--- config.mk ---
export PLATFORM = sky130hd
export DESIGN_NAME = spi_peripheral_byte_flat
export DESIGN_NICKNAME = d
export VERILOG_FILES = /design/src/rtl/spi_peripheral_byte_if.sv /design/src/rtl/spi_peripheral_byte.sv /design/src/flat_wrapper.sv
export SDC_FILE = /design/constraint.sdc
export NUM_CORES = 1
export LEC_CHECK = 0
export CAP_MARGIN = 20
export CORE_MARGIN = 2
export CORE_UTILIZATION = 50
export DETAILED_ROUTE_END_ITERATION = 8
export GPL_ROUTABILITY_DRIVEN = 0
export PLACE_DENSITY = 0.72
export SETUP_SLACK_MARGIN = 0.05
export SYNTH_ARGS = -nofsm -noshare
export SYNTH_HDL_FRONTEND = slang
export SYNTH_SLANG_ARGS = --single-unit
--- constraint.sdc ---
create_clock -name clk -period 1.7 [get_ports clk]
set_input_delay 0.34 -clock clk [delete_from_list [all_inputs] [get_ports clk]]
set_output_delay 0.34 -clock clk [all_outputs]
set_load 0.05 [all_outputs]
--- src/rtl/spi_peripheral_byte_if.sv ---
// Byte-level SPI responder bundle: SPI pins plus the local transmit/receive handshake.
//   slave  : view used by the responder (pins in, MISO and status out)
//   master : view used by whatever drives the pins and the local handshake
interface spi_peripheral_byte_if;
  logic       spi_cs_n;
  logic       spi_sclk;
  logic       spi_mosi;
  logic       spi_miso;
  logic [7:0] tx_data;
  logic       tx_load;
  logic       tx_ready;
  logic [7:0] rx_data;
  logic       rx_valid;
  logic       tx_underrun;
  logic       busy;

  modport slave (
    input  spi_cs_n, spi_sclk, spi_mosi, tx_data, tx_load,
    output spi_miso, tx_ready, rx_data, rx_valid, tx_underrun, busy
  );

  modport master (
    output spi_cs_n, spi_sclk, spi_mosi, tx_data, tx_load,
    input  spi_miso, tx_ready, rx_data, rx_valid, tx_underrun, busy
  );
endinterface

--- src/rtl/spi_peripheral_byte.sv ---
// SPI mode-0 responder, MSB first, running entirely in the clk domain.
// Oversamples cs_n/sclk/mosi, deserializes MOSI into bytes and serializes a
// one-deep transmit holding register onto MISO.
//   clk, rst_n : system clock, asynchronous active-low reset
//   spi_if     : slave modport -- SPI pins, tx_data/tx_load/tx_ready,
//                rx_data/rx_valid, tx_underrun, busy
module spi_peripheral_byte #(
  parameter int unsigned SYNC_STAGES = 2
) (
  input  logic                  clk,
  input  logic                  rst_n,
  spi_peripheral_byte_if.slave  spi_if
);

  localparam int unsigned DW = 8;
  localparam int unsigned CW = 3;

  typedef enum logic [0:0] {IDLE, ACTIVE} state_e;

  // Synchronizers and one-cycle-delayed copies for edge detection
  logic [SYNC_STAGES-1:0] cs_sync_q, sclk_sync_q, mosi_sync_q;
  logic                   cs_prev_q, sclk_prev_q;
  logic [SYNC_STAGES:0]   flush_q;
  logic                   armed_q, armed_d;

  state_e          state_q, state_d;
  logic [CW-1:0]   bit_cnt_q, bit_cnt_d;
  logic [DW-2:0]   rx_sh_q, rx_sh_d;
  logic [DW-1:0]   tx_sh_q, tx_sh_d;
  logic [DW-1:0]   hold_q, hold_d;
  logic            tx_ready_q, tx_ready_d;
  logic [DW-1:0]   rx_data_q, rx_data_d;
  logic            rx_valid_q, rx_valid_d;
  logic            underrun_q, underrun_d;
  logic            miso_q, miso_d;
  logic            busy_q, busy_d;
  logic            load_slot;

  logic cs_s, sclk_s, mosi_s;
  logic cs_fall, cs_rise, sclk_rise, sclk_fall;

  assign cs_s   = cs_sync_q[SYNC_STAGES-1];
  assign sclk_s = sclk_sync_q[SYNC_STAGES-1];
  assign mosi_s = mosi_sync_q[SYNC_STAGES-1];

  // A cs_n fall only counts once cs_n has been seen high with the pipeline
  // flushed, so a frame already running when reset deasserts is ignored.
  assign cs_fall   = armed_q & cs_prev_q & ~cs_s;
  assign cs_rise   = cs_s & ~cs_prev_q;
  assign sclk_rise = sclk_s & ~sclk_prev_q;
  assign sclk_fall = ~sclk_s & sclk_prev_q;

  assign armed_d = armed_q | (flush_q[SYNC_STAGES] & cs_prev_q);

  // Input synchronizers
  always_ff @(posedge clk or negedge rst_n) begin
    if (!rst_n) begin
      cs_sync_q   <= '1;
      sclk_sync_q <= '0;
      mosi_sync_q <= '0;
      cs_prev_q   <= 1'b1;
      sclk_prev_q <= 1'b0;
      flush_q     <= '0;
      armed_q     <= 1'b0;
    end else begin
      cs_sync_q   <= {cs_sync_q[SYNC_STAGES-2:0], spi_if.spi_cs_n};
      sclk_sync_q <= {sclk_sync_q[SYNC_STAGES-2:0], spi_if.spi_sclk};
      mosi_sync_q <= {mosi_sync_q[SYNC_STAGES-2:0], spi_if.spi_mosi};
      cs_prev_q   <= cs_s;
      sclk_prev_q <= sclk_s;
      flush_q     <= {flush_q[SYNC_STAGES-1:0], 1'b1};
      armed_q     <= armed_d;
    end
  end

  // State, shifters, holding register and registered outputs
  always_ff @(posedge clk or negedge rst_n) begin
    if (!rst_n) begin
      state_q    <= IDLE;
      bit_cnt_q  <= '0;
      rx_sh_q    <= '0;
      tx_sh_q    <= '0;
      hold_q     <= '0;
      tx_ready_q <= 1'b1;
      rx_data_q  <= '0;
      rx_valid_q <= 1'b0;
      underrun_q <= 1'b0;
      miso_q     <= 1'b0;
      busy_q     <= 1'b0;
    end else begin
      state_q    <= state_d;
      bit_cnt_q  <= bit_cnt_d;
      rx_sh_q    <= rx_sh_d;
      tx_sh_q    <= tx_sh_d;
      hold_q     <= hold_d;
      tx_ready_q <= tx_ready_d;
      rx_data_q  <= rx_data_d;
      rx_valid_q <= rx_valid_d;
      underrun_q <= underrun_d;
      miso_q     <= miso_d;
      busy_q     <= busy_d;
    end
  end

  // Next-state, datapath and outputs
  always_comb begin
    state_d    = state_q;
    bit_cnt_d  = bit_cnt_q;
    rx_sh_d    = rx_sh_q;
    tx_sh_d    = tx_sh_q;
    hold_d     = hold_q;
    tx_ready_d = tx_ready_q;
    rx_data_d  = rx_data_q;
    rx_valid_d = 1'b0;
    underrun_d = 1'b0;
    load_slot  = 1'b0;

    case (state_q)
      IDLE: begin
        if (cs_fall) begin
          state_d   = ACTIVE;
          bit_cnt_d = '0;
          load_slot = 1'b1;
        end
      end
      ACTIVE: begin
        if (cs_rise) begin
          // Abort at any bit: partial byte and pending shifter are dropped
          state_d   = IDLE;
          bit_cnt_d = '0;
          rx_sh_d   = '0;
          tx_sh_d   = '0;
        end else if (sclk_rise) begin
          rx_sh_d = {rx_sh_q[DW-3:0], mosi_s};
          if (bit_cnt_q == CW'(DW - 1)) begin
            rx_data_d  = {rx_sh_q, mosi_s};
            rx_valid_d = 1'b1;
            bit_cnt_d  = '0;
          end else begin
            bit_cnt_d = bit_cnt_q + CW'(1);
          end
        end else if (sclk_fall) begin
          if (bit_cnt_q != '0) tx_sh_d = {tx_sh_q[DW-2:0], 1'b0};
          else                 load_slot = 1'b1;
        end
      end
      default: state_d = IDLE;
    endcase

    // Byte slot start: move holding register into the shifter, or underrun
    if (load_slot) begin
      if (!tx_ready_q) begin
        tx_sh_d    = hold_q;
        tx_ready_d = 1'b1;
      end else begin
        tx_sh_d    = '0;
        underrun_d = 1'b1;
      end
    end

    // A slot transfer needs tx_ready_q=0, so it never collides with an accepted load
    if (spi_if.tx_load && tx_ready_q) begin
      hold_d     = spi_if.tx_data;
      tx_ready_d = 1'b0;
    end

    miso_d = (state_d == ACTIVE) ? tx_sh_d[DW-1] : 1'b0;
    busy_d = (state_d == ACTIVE);
  end

  assign spi_if.spi_miso    = miso_q;
  assign spi_if.tx_ready    = tx_ready_q;
  assign spi_if.rx_data     = rx_data_q;
  assign spi_if.rx_valid    = rx_valid_q;
  assign spi_if.tx_underrun = underrun_q;
  assign spi_if.busy        = busy_q;

endmodule

--- src/flat_wrapper.sv ---
// flat-port wrapper written by rule: the top's interface ports become plain ports
module spi_peripheral_byte_flat 
#(
  parameter int unsigned SYNC_STAGES = 2
)
  (clk, rst_n, spi_if_spi_cs_n, spi_if_spi_sclk, spi_if_spi_mosi, spi_if_tx_data, spi_if_tx_load, spi_if_spi_miso, spi_if_tx_ready, spi_if_rx_data, spi_if_rx_valid, spi_if_tx_underrun, spi_if_busy);
  spi_peripheral_byte_if spi_if_i ();
  input  logic clk;
  input  logic rst_n;
  input wire logic [$bits(spi_if_i.spi_cs_n)-1:0] spi_if_spi_cs_n;
  input wire logic [$bits(spi_if_i.spi_sclk)-1:0] spi_if_spi_sclk;
  input wire logic [$bits(spi_if_i.spi_mosi)-1:0] spi_if_spi_mosi;
  input wire logic [$bits(spi_if_i.tx_data)-1:0] spi_if_tx_data;
  input wire logic [$bits(spi_if_i.tx_load)-1:0] spi_if_tx_load;
  output wire logic [$bits(spi_if_i.spi_miso)-1:0] spi_if_spi_miso;
  output wire logic [$bits(spi_if_i.tx_ready)-1:0] spi_if_tx_ready;
  output wire logic [$bits(spi_if_i.rx_data)-1:0] spi_if_rx_data;
  output wire logic [$bits(spi_if_i.rx_valid)-1:0] spi_if_rx_valid;
  output wire logic [$bits(spi_if_i.tx_underrun)-1:0] spi_if_tx_underrun;
  output wire logic [$bits(spi_if_i.busy)-1:0] spi_if_busy;
  assign spi_if_i.spi_cs_n = spi_if_spi_cs_n;
  assign spi_if_i.spi_sclk = spi_if_spi_sclk;
  assign spi_if_i.spi_mosi = spi_if_spi_mosi;
  assign spi_if_i.tx_data = spi_if_tx_data;
  assign spi_if_i.tx_load = spi_if_tx_load;
  assign spi_if_spi_miso = spi_if_i.spi_miso;
  assign spi_if_tx_ready = spi_if_i.tx_ready;
  assign spi_if_rx_data = spi_if_i.rx_data;
  assign spi_if_rx_valid = spi_if_i.rx_valid;
  assign spi_if_tx_underrun = spi_if_i.tx_underrun;
  assign spi_if_busy = spi_if_i.busy;
  spi_peripheral_byte #(.SYNC_STAGES(SYNC_STAGES)) u_core (.clk(clk), .rst_n(rst_n), .spi_if(spi_if_i));
endmodule
==> flow_summary_export.csv <==
group,metric,value,unit
run_status,status,"complete, no violations",
clocking,cts_buffers,5,
pwr,power_density,1260,nW/µm²
floorplan,initial_core_util,52.2,%
layout,design_area,2540,µm²
clocking,clock_path_buffers,2,
place,placed_area,2400,µm²
logic_synthesis,yosysMostFrequentCell,"dfrtp_1",
logic_synthesis,synth_top_cell_by_area,"dfrtp_1",
logic_synthesis,ys.warnings.count,0,
worst_hold_path,worstHoldEndpoint,"u_core.sclk_sync_q[1]",
sta,fin_setup_tns,0,ps
routing,drtAntennaViolNets,0,
setup_path,cp_data_arrival_time,1770,ps
sta,finClkSkew,10.7,ps
routing,drc_errors,0,
layout,finish.net_count,204,
sta,max_freq,647,MHz
floorplan,ios,27,
layout,area_growth,21.6,%
logic_synthesis,yosys_most_used_dff,"dfrtp_1",
global_route,track_usage,17.8,%
setup_path,crit_path_top_delay_cell,"dfrtp_2",
layout,drive_above_1_share,31.4,%
global_route,grt_max_degree,30,
routing,routed_wl,3480,µm
logic_synthesis,syn_inst,154,
sta,fin_crit_sh,90.9,%
routing,dr_total_vias,1260,
clocking,cts.clk_slew.worst_paths,90,ps
setup_path,cp_max_fo,13,
logic_synthesis,yosys.area.top_type_share,56.3,%
clocking,htreeDepth,2,
logic_synthesis,syn_area_per_cell,13.6,µm²
setup_path,r2r_setup_slack,150,ps
layout,antenna_cells,0,
place,placed_cells,229,
setup_path,slowest_delay,500,ps
logic_synthesis,asyncSetResetFlopFracSynth,100,%
worst_hold_path,min_delay_path_depth,0,
setup_path,crit_path_end_kind,"flip-flop",
logic_synthesis,synth_area_leaders,"dfrtp_1 56%, mux2_4 6.5%, dfstp_2 5.0%, mux2_2 4.3%, a22o_1 2.9%",
logic_synthesis,synth_cell_types,37,
sta,rsz0062_at_grt,"false",
logic_synthesis,synth_area,2090,µm²
setup_path,criticalPathCategory,"reg2reg",
global_route,grt_pass1_vias,1303,
floorplan,die_area,4710,µm²
floorplan,die-height,68.6,µm
sta,slew_viol_final,0,
routing,wl_per_cell,14.6,µm
place,numPortBuffers,26,
setup_path,start_kind,"flip-flop",
place,hpwlAfterDp,2570,µm
logic_synthesis,synth_commonest_cells,"47 x dfrtp_1, 11 x o21ai_1, 9 x mux2_4, 9 x nand2_1",
clocking,clk_latency,310,ps
global_route,antenna_found_initial,0,
global_route,grt_overflow,0,
logic_synthesis,ys_seq_elements,51,
clocking,cts_sinks,51,
routing,viasPerCell,5.29,
sta,finalSetupViolCount,0,
logic_synthesis,ys_seq_area_share,61.3,%
clocking,root_buffer,"clkbuf_8",
layout,fin_cells,238,
pwr,power.leakage,1.21,nW
setup_path,path_cells,"and4bb_4, and2_4, o21ai_1, a31oi_1",
routing,dr.pass1.iters,4,
logic_synthesis,synth-edff-count,0,
worst_hold_path,hp-class,"reg2reg",
setup_path,critPathRequiredTime,1920,ps
worst_hold_path,min_from,"u_core.sclk_sync_q[0]",
setup_path,reg2reg_depth,4,
global_route,grt_pass1_wl,6020,µm
sta,hold_violations,0,
floorplan,num_rows,23,
clocking,post_cts_buffers,0,
pwr,vdd_drop_max,743,µV
clocking,tritoncts,"done",
logic_synthesis,syn_nets,171,
setup_path,rr_endpoint,"u_core.tx_sh_q[3]",
routing,drtIter0Drc,57,
floorplan,dieWidth,68.6,µm
setup_path,reg2reg_from,"u_core.state_q",
sta,period_needed,1550,ps
floorplan,core_area,4000,µm²
flow_run,cap_violations,0,
metal layers:
metal	GRT usage (%)	share of wire, %
met5	0	0
met4	10.5	2.5
met3	4.38	4.7
met2	27.0	47
met1	22.9	46
through the flow:
stage | utilization (%) | worst slack [ps] | total power [mW] | hold WS, ps
after floorplan | - | 127 | 2.10 | 44.4
after global placement | 60.0 | 188 | 2.29 | 245
after detailed placement | 60.0 | 123 | 2.34 | 242
after CTS | 63.2 | 101 | 3.20 | 355
after global routing | 63.5 | 66.2 | 3.39 | 363
final | 63.5 | 154 | 3.20 | 354
final cells by class:
cell class | instances | area (µm²)
clock buffers | 6 | 82.6
clock inverters | 2 | 35.0
fillers | 319 | 1460
inverters | 5 | 18.8
multi-input cells | 92 | 751
flip-flops and latches | 51 | 1280
well taps | 50 | 62.6
repair buffers | 32 | 308
worst max path at each step:
stage | from | endpoint | slack, ps
floorplan | u_core.state_q | u_core.tx_sh_q[1] | 130
global placement | spi_if_tx_load | u_core.hold_q[1] | 190
detailed placement | u_core.cs_sync_q[1] | u_core.tx_sh_q[5] | 120
CTS | u_core.bit_cnt_q[0] | u_core.spi_if.spi_miso | 100
global route | u_core.cs_sync_q[1] | u_core.spi_if.spi_miso | 70
finish | u_core.state_q | u_core.tx_sh_q[3] | 150
what timing repair did:
action	CTS	global route
endpoints found under the setup margin	0	8
hold buffers	1	0
gates resized for setup	0	2
endpoints found under the hold margin	8	0
sequential cells by signal, indices dropped and copies added (netlist names), 2 cells and up:
register / cells
u_core.sclk_sync_q: 2
u_core.flush_q: 3
u_core.tx_sh_q: 8
u_core.cs_sync_q: 2
u_core.mosi_sync_q: 2
u_core.rx_sh_q: 7
u_core.bit_cnt_q: 3
u_core.hold_q: 8
u_core.spi_if.rx_data: 8
critical path: cells and delay by family (launching register included):
family | cells | cell delay, ps
AND/OR/NAND/NOR | 2 | 720
flip-flops | 1 | 500
AO/OA/AOI/OAI | 2 | 250
where the power goes:
part | internal (mW) | switching, mW | leakage, nW
combinational | 0.358 | 0.346 | 0.512
sequential | 1.46 | 0.163 | 0.637
clock | 0.476 | 0.387 | 0.0612
kinds of logic after synthesis:
family / Yosys count / synth area share [%]
DFF: 51 / 61.3
and+or+nand+nor: 39 / 12.3
AOI/OAI and AO/OA: 31 / 9.88
muxes: 18 / 11.3
buffers and inverters: 11 / 3.29
adders and majority gates: 3 / 1.80
other: 1 / 0.179
cell usage in the layout (no fill, tap or decap), types with 2 or more instances in the layout:
| cell | count |
|---|---|
| a31oi_1 | 6 |
| nor2_1 | 3 |
| mux2_2 | 8 |
| nand3b_1 | 2 |
| dfrtp_1 | 46 |
| buf_4 | 15 |
| a21oi_1 | 2 |
| nand3_1 | 2 |
| dfstp_2 | 4 |
| ha_1 | 3 |
| nand2b_4 | 2 |
| a22o_1 | 7 |
| nand2_1 | 9 |
| clkdlybuf4s50_1 | 12 |
| nor3_1 | 8 |
| inv_1 | 5 |
| clkbuf_8 | 6 |
| and3_1 | 2 |
| buf_12 | 3 |
| nand2b_1 | 2 |
| o21ai_1 | 11 |
| mux2_4 | 9 |
Power figures use the tool's default switching activity.
